--- src/rtl/ram_prog_loader.sv ---
// Byte-stream program loader: packs host bytes into 16-bit words, writes them to program RAM,
// reads the region back to confirm the sum, then releases the CPU from reset.
module ram_prog_loader #(
  parameter int ADDR_W = 8,
  parameter int DATA_W = 16
) (
  input  logic              clk,
  input  logic              rst_n,
  input  logic              go,
  input  logic [ADDR_W-1:0] base_addr,
  input  logic [8:0]        word_count,
  input  logic              in_valid,
  input  logic [7:0]        in_data,
  output logic              in_ready,
  output logic [ADDR_W-1:0] ram_addr,
  output logic              ram_w_en,
  output logic [DATA_W-1:0] ram_w_data,
  input  logic [DATA_W-1:0] ram_r_data,
  output logic              busy,
  output logic              done,
  output logic              error,
  output logic [DATA_W-1:0] checksum,
  output logic              cpu_rst_n,
  output logic [ADDR_W-1:0] start_pc
);

  localparam logic [2:0] S_IDLE   = 3'd0;
  localparam logic [2:0] S_HI     = 3'd1;
  localparam logic [2:0] S_LO     = 3'd2;
  localparam logic [2:0] S_WR     = 3'd3;
  localparam logic [2:0] S_VRD    = 3'd4;
  localparam logic [2:0] S_VDRAIN = 3'd5;
  localparam logic [2:0] S_DONE   = 3'd6;

  logic [2:0]        state_q, state_d;
  logic [ADDR_W-1:0] base_q, base_d;
  logic [8:0]        count_q, count_d;
  logic [8:0]        idx_q, idx_d;
  logic [DATA_W-1:0] word_q, word_d;
  logic [DATA_W-1:0] wsum_q, wsum_d;
  logic [DATA_W-1:0] rsum_q, rsum_d;
  logic              rd_pend_q, rd_pend_d;
  logic              err_q, err_d;
  logic [ADDR_W-1:0] addr_q, addr_d;

  logic [ADDR_W-1:0] addr_cur;
  logic [8:0]        idx_inc;
  logic [DATA_W-1:0] rsum_nxt;

  assign addr_cur = base_q + idx_q[ADDR_W-1:0];
  assign idx_inc  = idx_q + 9'd1;
  assign rsum_nxt = rsum_q + ram_r_data;

  always_comb begin
    state_d   = state_q;
    base_d    = base_q;
    count_d   = count_q;
    idx_d     = idx_q;
    word_d    = word_q;
    wsum_d    = wsum_q;
    rsum_d    = rsum_q;
    err_d     = err_q;
    // Registered RAM: the word for each verify address arrives one cycle later.
    rd_pend_d = (state_q == S_VRD);
    if (rd_pend_q) rsum_d = rsum_nxt;

    ram_addr = addr_q;
    if (state_q == S_WR || state_q == S_VRD) ram_addr = addr_cur;
    addr_d = ram_addr;

    case (state_q)
      S_IDLE, S_DONE: begin
        if (go) begin
          base_d    = base_addr;
          count_d   = word_count;
          idx_d     = '0;
          wsum_d    = '0;
          rsum_d    = '0;
          rd_pend_d = 1'b0;
          err_d     = 1'b0;
          if (word_count == 9'd0) begin
            state_d = S_DONE;
          end else if (word_count > 9'd256) begin
            err_d   = 1'b1;
            state_d = S_DONE;
          end else begin
            state_d = S_HI;
          end
        end
      end
      S_HI: begin
        if (in_valid) begin
          word_d[DATA_W-1 -: 8] = in_data;
          state_d = S_LO;
        end
      end
      S_LO: begin
        if (in_valid) begin
          word_d[7:0] = in_data;
          state_d = S_WR;
        end
      end
      S_WR: begin
        wsum_d = wsum_q + word_q;
        if (idx_inc == count_q) begin
          idx_d   = '0;
          state_d = S_VRD;
        end else begin
          idx_d   = idx_inc;
          state_d = S_HI;
        end
      end
      S_VRD: begin
        idx_d = idx_inc;
        if (idx_inc == count_q) state_d = S_VDRAIN;
      end
      S_VDRAIN: begin
        err_d   = (rsum_nxt != wsum_q);
        state_d = S_DONE;
      end
      default: state_d = S_IDLE;
    endcase
  end

  always_ff @(posedge clk) begin
    if (!rst_n) begin
      state_q   <= S_IDLE;
      base_q    <= '0;
      count_q   <= '0;
      idx_q     <= '0;
      word_q    <= '0;
      wsum_q    <= '0;
      rsum_q    <= '0;
      rd_pend_q <= 1'b0;
      err_q     <= 1'b0;
      addr_q    <= '0;
    end else begin
      state_q   <= state_d;
      base_q    <= base_d;
      count_q   <= count_d;
      idx_q     <= idx_d;
      word_q    <= word_d;
      wsum_q    <= wsum_d;
      rsum_q    <= rsum_d;
      rd_pend_q <= rd_pend_d;
      err_q     <= err_d;
      addr_q    <= addr_d;
    end
  end

  assign in_ready   = (state_q == S_HI) || (state_q == S_LO);
  assign ram_w_en   = (state_q == S_WR);
  assign ram_w_data = (state_q == S_WR) ? word_q : '0;
  assign busy       = (state_q == S_HI) || (state_q == S_LO) || (state_q == S_WR) ||
                      (state_q == S_VRD) || (state_q == S_VDRAIN);
  assign done       = (state_q == S_DONE);
  assign error      = err_q;
  assign checksum   = wsum_q;
  assign cpu_rst_n  = (state_q == S_DONE) && !err_q;
  assign start_pc   = base_q;

endmodule
--- config.mk ---
export PLATFORM = sky130hd
export DESIGN_NAME = ram_prog_loader
export DESIGN_NICKNAME = d
export VERILOG_FILES = /design/src/rtl/ram_prog_loader.sv
export SDC_FILE = /design/constraint.sdc
export NUM_CORES = 1
export LEC_CHECK = 0
export CAP_MARGIN = 20
export CORE_MARGIN = 2
export CORE_UTILIZATION = 54
export CTS_BUF_LIST = sky130_fd_sc_hd__clkbuf_16
export CTS_CLUSTER_DIAMETER = 100
export DETAILED_ROUTE_END_ITERATION = 12
export PLACE_DENSITY = 0.92
export SKIP_CTS_REPAIR_TIMING = 1
export SYNTH_ARGS = -nofsm -noshare
export SYNTH_HDL_FRONTEND = slang
export SYNTH_SLANG_ARGS = --single-unit
--- constraint.sdc ---
create_clock -name clk -period 3.4 [get_ports clk]
set_input_delay 0.51 -clock clk [delete_from_list [all_inputs] [get_ports clk]]
set_output_delay 0.51 -clock clk [all_outputs]
set_load 0.02 [all_outputs]
After elaboration in Yosys (flattened, before gate mapping). Cells that the tools add are included. W data, S select, Z words.

Register bits: 87. Output and inout port bits: 54. Logic and storage cells: 72. Input port bits: 45.

Reductions and logical operators: 20. Add/sub/neg operators: 4. Muxes and demuxes: 24. Equality and inequality tests: 12. Order comparisons: 1.

Operator list (number): $mux W16 (5); $add A16 B16 Y16 (2); $pmux W16 S2 (1); $pmux W9 S3 (1); $mux W3 (7); $mux W9 (2); $pmux W3 S6 (1); $ne A16 B16 Y1 (1); $reduce_and A2 Y1 (6); $add A9 B1 Y9 const B (1); $eq A3 B3 Y1 const B (3); $eq A9 B9 Y1 (1); $gt A9 B9 Y1 const B (1); $logic_not A9 Y1 (1); $add A8 B8 Y8 (1); $mux W8 (1); $eq A3 B2 Y1 const B (2); $ne A2 B2 Y1 const B (3); $logic_or A1 B1 Y1 (5); $mux W1 (5); $reduce_and A4 Y1 (1); $reduce_bool A2 Y1 (2); $eq A3 B1 Y1 const B (1); $logic_not A3 Y1 (1); other kinds (6) (6).

Longest topological paths before layout. Gate-level depths: netlist of the first run.

Word-level depth: 5. Mapped depth: 12. Depth with buffers taken out: 11.

Worst setup path before layout of the first run. No wires, ideal clock.

Kind: input to register. From: input ram_r_data[0]. To: register err_q, in the netlist error. Setup time: 127 ps. Cell stages on the path: 11. Setup slack: 646 ps. Arrival time: 2627 ps. Path buffers: 0. Path through: ha_1 -> fa_1 -> a211o_1 -> and2_4 -> o31ai_2 -> xnor2_1 -> xor2_1 -> nor4_2 -> nand4_1 -> nor4_2 -> a31oi_1.

Longest elaborated chain between the ends: 3.

Ends and longest elaborated chain: start, declared (line 18) `input logic [DATA_W-1:0] ram_r_data,`; $add A16 B16 Y16 (line 52) `assign rsum_nxt = rsum_q + ram_r_data;`; $ne A16 B16 Y1 (line 118) `err_d = (rsum_nxt != wsum_q);`; $pmux W1 S2 (line 71) `case (state_q)`; end signal, assigned (line 146) `err_q <= err_d;`; end, declared (line 43) `logic err_q, err_d;`.

No other way between the ends. A chain may end at the register's enable or synchronous reset.

Final worst setup path of the first run.
From: register base_q[0], in the netlist start_pc[0]. To: output ram_addr[4].

Longest elaborated chain between the ends: 2.

Ends and longest elaborated chain: start, declared (line 36) `logic [ADDR_W-1:0] base_q, base_d;`; start signal, assigned (line 139) `base_q <= base_d;`; $add A8 B8 Y8 (line 50) `assign addr_cur = base_q + idx_q[ADDR_W-1:0];`; $mux W8 (line 68) `if (state_q == S_WR || state_q == S_VRD) ram_addr = addr_cur;`; end, declared (line 15) `output logic [ADDR_W-1:0] ram_addr,`.

No other way between the ends.

==> impl_metrics.tcl, run 1 <==
set metrics [dict create \
    status "finished, final reports clean" \
    floorplan.initialDensity_pct 54.8 \
    reg2reg_depth 11 \
    setup_violations 0 \
    io_buffers 98 \
    fin_crit_sh_pct 94.5 \
    period_needed_ns 3.21 \
    r2r_slack_ns 0.42 \
    clk_pin_slew_ns 0.06 \
    grt_max_degree 36 \
    clock_latency_ns 0.34 \
    dp_slack_ns 0.0120 \
    drcViolationCount 0 \
    slowest_delay_ns 0.67 \
    dieArea_um2 11800 \
    async_reset_ff_share_pct 0 \
    cts_max_level 3 \
    final.setup_skew_ns 0.00822 \
    cp.required_ns 2.89 \
    netlist_area_um2 5890 \
    synth_fa_ha_area_share_pct 9.47 \
    combPwrFrac_pct 42.9 \
    arrival_ns 2.70 \
    slowest_stage "clkdlybuf4s50_1" \
    finalHoldViolCount 0 \
    path_cells "ha_1 -> inv_1 -> fa_1 -> inv_1 -> a21oi_1 -> o21bai_1 -> xnor2_1 -> o21ai_0 -> clkdlybuf4s50_1" \
    drv_cap 0 \
    drive_above_1_share_pct 7.56 \
    clk_path_buf_depth 2 \
    drt-vias-per-instance 5.92 \
    fin_hold_ws_ns 0.471 \
    ys.flop_type "dfxtp_1" \
    grt_pass1_wl_um 25800 \
    routed_wirelength_um 15900 \
    grt_usage_pct 27.4 \
    r2r-start "checksum[0]" \
    grt_pass1_vias 5356 \
    p_sw_share_pct 39.3 \
    cts_made_buffers 9 \
    antenna_found_initial 0 \
    syn_avg_cell_area_um2 8.07 \
    yosys_warnings 0 \
    yosysTopAreaCellShare_pct 29.6 \
    dr.first_iter.drc_count 388 \
    die_w_um 108 \
    critPathMostFrequentCell "inv_1" \
    path_class "reg2out" \
    final_max_slew_viol_count 0 \
    synth-compound-area-share_pct 18.9 \
    dr.pass1.iters 7 \
    root_buffer "clkbuf_16" \
    wire_per_inst_um 16.6 \
    final_antenna_net_count 0 \
    hold_path_class "reg2reg" \
    synth-xor-area-share_pct 9.22 \
    place.gp.congestion 0.940 \
    core-area_um2 10700 \
    min_path_cells 2 \
    rows 38 \
    dpl-instance-area_um2 7010 \
    syn2layout_area_growth_pct 24.5 \
    start_kind "register" \
    power_mw 4.19 \
    synthesis.nets 817 \
    synthMuxAreaShare_pct 5.63 \
    synth-simple-area-share_pct 22.9 \
    place_hpwl_um 11400 \
    ys_types 74 \
    fmax_mhz 311 \
    ys_seq_area_share_pct 29.6 \
    placedCellCount 944 \
    crit_buf_inv 3 \
    synth_top_family_by_area "simple AND/OR/NAND/NOR gates" \
    r2r-end "checksum[14]" \
    p_leak_nw 2.98 \
    slew_headroom_pct 31.1 \
    die_height_um 108 \
    cts_tree "yes" \
    diodes 0 \
    tightest_slew_ns 1.03 \
    grt_overflow 0 \
    fin_ws_ns 0.185 \
    min_to "addr_q[7]" \
    cp_max_fo 3 \
    syn_inst 730 \
    num_vias 5687 \
    synth_seq_cells 87 \
    nets 902 \
    rsz0062_at_grt "false" \
    synth_area_leaders "dfxtp_1, ha_1, a21oi_1, mux2i_1, xnor2_1" \
    p_seq_share_pct 31.4 \
    p_sw_mw 1.65 \
    postLayoutCellArea_um2 7340 \
    endpoint_kind "primary output" \
    power_density_nw_per_um2 571 \
    worstHoldStart "addr_q[7]" \
    final_cells 960 \
    critical-path-top-delay-family "buffers and inverters" \
    synth_edf_count 0 \
    clkPwrFrac_pct 25.7 \
    clock-sinks 87 \
    ios 99 \
    p_int_mw 2.54 \
    peakVddDrop_v 0.000796 \
    synth_area_leader_cell "dfxtp_1" \
]
## metal layers
metal | wire length, um | share of wire, % | global-route usage [%] | vias to the layer above
met1 | 6940 | 44 | 36.5 | 2659
met3 | 1150 | 7.2 | 4.52 | 40
li1 | - | - | - | 2759
met2 | 7420 | 47 | 44.5 | 229
met5 | 0 | 0 | 0 | -
met4 | 424 | 2.7 | 10.1 | 0
## cell type report
cell class                 instances  area (um^2)
sequential                        87         1740
timing repair buffer             115         1110
multi-input combinational        580         3910
fill                             833         3410
tap                              140          175
inverter                          22         82.6
clock buffer                       9          225
clock inverter                     7         95.1
## how the worst max path moves through the flow
stage          cells past startpoint           from           to
2_1_floorplan                     11  ram_r_data[0]        error
3_3_place_gp                      12  ram_r_data[0]        error
3_5_place_dp                      12  ram_r_data[0]        error
4_1_cts                           11       idx_q[1]  ram_addr[7]
5_1_grt                           11       idx_q[1]  ram_addr[7]
6_report                           9    start_pc[0]  ram_addr[4]
## cells by family (layout without fill, tap and decap cells)
kind of cell	count (synthesis)	in the layout
buffers and inverters	63	153
xor gates and xnor gates	62	62
DFF	87	87
muxes	33	33
adders and majority gates	43	43
and+or+nand+nor	271	271
AOI/OAI and AO/OA	171	171
## cells in the final DEF (no fill, tap or decap), drive strengths merged, types with 3 or more instances in the layout
cell type	Yosys	layout
a21oi	69	69
a21o	11	11
o21a	8	8
nand2b	5	5
xor2	26	26
a211oi	6	6
and3	22	22
o21ai	27	27
clkinv	1	3
inv	21	23
dfxtp	87	87
nand3	24	24
clkdlybuf4s50	0	95
nand2	83	83
a211o	3	3
nor4	7	7
nand4	7	7
o21bai	10	10
o31ai	3	3
xnor2	36	36
nor3	15	15
nor2	74	74
nor4b	6	6
clkbuf	32	10
fa	3	3
or3	4	4
nor2b	3	3
and2	11	11
ha	39	39
a31oi	10	10
buf	9	17
mux2i	32	32
o211ai	4	4
## power by group through the flow
stage	registers, mW	clock network [mW]	logic [mW]
2_1_floorplan	1.29	0	1.24
3_3_place_gp	1.32	0	1.73
3_5_place_dp	1.33	0	1.77
4_1_cts	1.31	1.08	1.79
5_1_grt	1.33	1.12	1.97
6_report	1.31	1.08	1.80
## synthesized netlist by cell type (all sizes together) (2+ instances only)
library cell / count
a211o: 3
a211oi: 6
a21bo: 2
a21boi: 2
a21o: 11
a21oi: 69
a31oi: 10
and2: 11
and3: 22
and4: 2
buf: 9
clkbuf: 32
dfxtp: 87
fa: 3
ha: 39
inv: 21
mux2i: 32
nand2: 83
nand2b: 5
nand3: 24
nand4: 7
nor2: 74
nor2b: 3
nor3: 15
nor4: 7
nor4b: 6
o2111ai: 2
o211ai: 4
o21a: 8
o21ai: 27
o21bai: 10
o22ai: 2
o311ai: 2
o31ai: 3
o41ai: 2
or2: 2
or3: 4
xnor2: 36
xor2: 26
## flip-flops by register name (all words and copies together) (netlist names)
register and cells:
error 1, start_pc 8, checksum 16, idx_q 9, count_q 9, rsum_q 16, word_q 16, addr_q 8
state_q 3, rd_pend_q 1
## worst register-to-register path, cell delays in order (launching register included)
cell,delay (ns)
dfxtp_1,0.38
ha_1,0.27
fa_1,0.42
a21o_1,0.20
a21o_1,0.22
a21oi_1,0.24
o21ai_1,0.15
a211oi_1,0.36
o21bai_1,0.12
a21oi_1,0.19
xor2_1,0.17
o22ai_1,0.11
## stage by stage
stage	TNS [ns]	util, %
after CTS	-0.253	68.2
after floorplan	0	-
final	0	68.3
after global routing	0	68.3
after detailed placement	0	65.3
after global placement	0	65.3
(Power assumes the default switching activity.)
==> run 2: changes to the inputs <==
Settings changed: CORE_UTILIZATION 54 to 65, DONT_BUFFER_PORTS set to 1.
==> impl_metrics.tcl, run 2 (synthesis gave the netlist of run 1 again) <==
set metrics [dict create \
    slew_headroom_pct 26.3 \
    die_height_um 99.2 \
    arrival_ns 2.62 \
    status "finished, final reports clean" \
    floorplan.initialDensity_pct 67.2 \
    fin_crit_sh_pct 92.1 \
    die_w_um 99.2 \
    ios 99 \
    endpoint_kind "primary output" \
    antenna_found_initial 0 \
    grt_use_met1_pct 40.4 \
    start_kind "register" \
    cts_made_buffers 9 \
    dieArea_um2 9840 \
    rows 34 \
    layout_commonest_cell "dfxtp_1" \
    clock-sinks 87 \
    dr.pass1.iters 5 \
    combPwrFrac_pct 39.3 \
    placedCellCount 816 \
    syn2layout_area_growth_pct 6.86 \
    place.gp.congestion 0.958 \
    p_sw_share_pct 41.3 \
    drv_cap 0 \
    p_seq_share_pct 35.5 \
    nets 806 \
    io_buffers 0 \
    setup_violations 0 \
    power_density_nw_per_um2 620 \
    clk_pin_slew_ns 0.06 \
    final_cells 832 \
    fillers 652 \
    p_leak_nw 2.59 \
    cp_max_fo 4 \
    final_max_slew_viol_count 0 \
    cp.required_ns 2.89 \
    hold_path_class "in2reg" \
    grt_pass1_wl_um 25600 \
    root_buffer "clkbuf_16" \
    drcViolationCount 0 \
    rsz0062_at_grt "false" \
    fin_ws_ns 0.270 \
    diodes 0 \
    clkPwrFrac_pct 25.2 \
    multi_input_area_um2 3910 \
    grt_pass1_vias 5248 \
    final.setup.tns_ns 0 \
    core-area_um2 8760 \
    place_hpwl_um 11200 \
    clock_latency_ns 0.35 \
    cts_tree "yes" \
    dp_slack_ns 0.377 \
    p_int_mw 2.29 \
    grtUsageMet3_pct 7.66 \
    drt-vias-per-instance 6.60 \
    grt_max_degree 46 \
    dr.first_iter.drc_count 523 \
    routed_wirelength_um 15800 \
    grt_overflow 0 \
    wire_per_inst_um 19.0 \
    grt-busiest-layer "met2" \
    tightest_slew_ns 1.10 \
    final-seq-area_um2 1740 \
    period_needed_ns 3.13 \
    met2_usage_pct 53.2 \
    finalHoldViolCount 0 \
    drive_above_1_share_pct 8.15 \
    grt_usage_pct 31.8 \
    final.setup_skew_ns 0.00691 \
    path_class "reg2out" \
    p_sw_mw 1.61 \
    peakVddDrop_v 0.000583 \
    final_antenna_net_count 0 \
    fmax_mhz 319 \
    power_mw 3.90 \
    layout_common_cells "dfxtp_1, nand2_1, nor2_1" \
    clk_path_buf_depth 2 \
    num_vias 5490 \
    cts_max_level 3 \
]
run 2: cell count changes in the layout (fill, tap and decap cells not counted), moves of 2 or more:
cell             previous run  this run
clkinv_1                    1         4
buf_4                      17        19
inv_6                       2         0
clkinv_4                    0         2
dlymetal6s2s_1              2         0
clkdlybuf4s50_1            95         0
run 2: worst paths after layout:
check / depth (start not counted) / startpoint / slack [ns] / end
worst max-delay path: 11 / start_pc[1] / 0.27 / ram_addr[7]
worst min-delay path: 1 / rst_n / 0.29 / addr_q[0]
worst max register to register: 11 / word_q[0] / 0.46 / checksum[14]
worst min register to register: 2 / addr_q[7] / 0.47 / addr_q[7]
run 2: power groups by stage:
stage               Sequential, mW  Clock [mW]  Combinational (mW)
floorplan                     1.29           0                1.24
global placement              1.39           0                1.42
detailed placement            1.40           0                1.49
CTS                           1.38       0.985                1.52
global route                  1.40        1.03                1.68
finish                        1.38       0.985                1.53
run 2: layer usage:
metal | wire length (um) | up-vias
met5 | 0 | -
met3 | 1570 | 44
met1 | 6320 | 2566
met2 | 7530 | 316
met4 | 354 | 0
li1 | - | 2564
run 2: worst max-delay path, cell delays in order (launching register included):
cell      delay [ns]
dfxtp_1         0.49
ha_1            0.29
a21o_1          0.18
a21oi_1         0.24
o21bai_1        0.09
a21oi_1         0.23
o21bai_1        0.10
a21oi_1         0.18
xnor2_1         0.13
nor2_1          0.07
a21oi_1         0.12
buf_4           0.16
run 2: layout make-up:
class | instances | share of cell area (%)
clock buffer | 9 | 3.58
clock inverter | 7 | 1.01
inverter | 22 | 1.31
multi-input combinational | 580 | 62.0
sequential | 87 | 27.7
tap | 108 | 2.15
timing repair buffer | 19 | 2.27
run 2: through the flow:
stage / hold slack [ns] / cell area (um^2) / util [%]
floorplan: 0.440 / 5890 / -
global placement: 0.453 / 6010 / 68.5
detailed placement: 0.455 / 6010 / 68.5
CTS: 0.284 / 6300 / 71.8
global route: 0.281 / 6300 / 71.8
finish: 0.287 / 6300 / 71.8
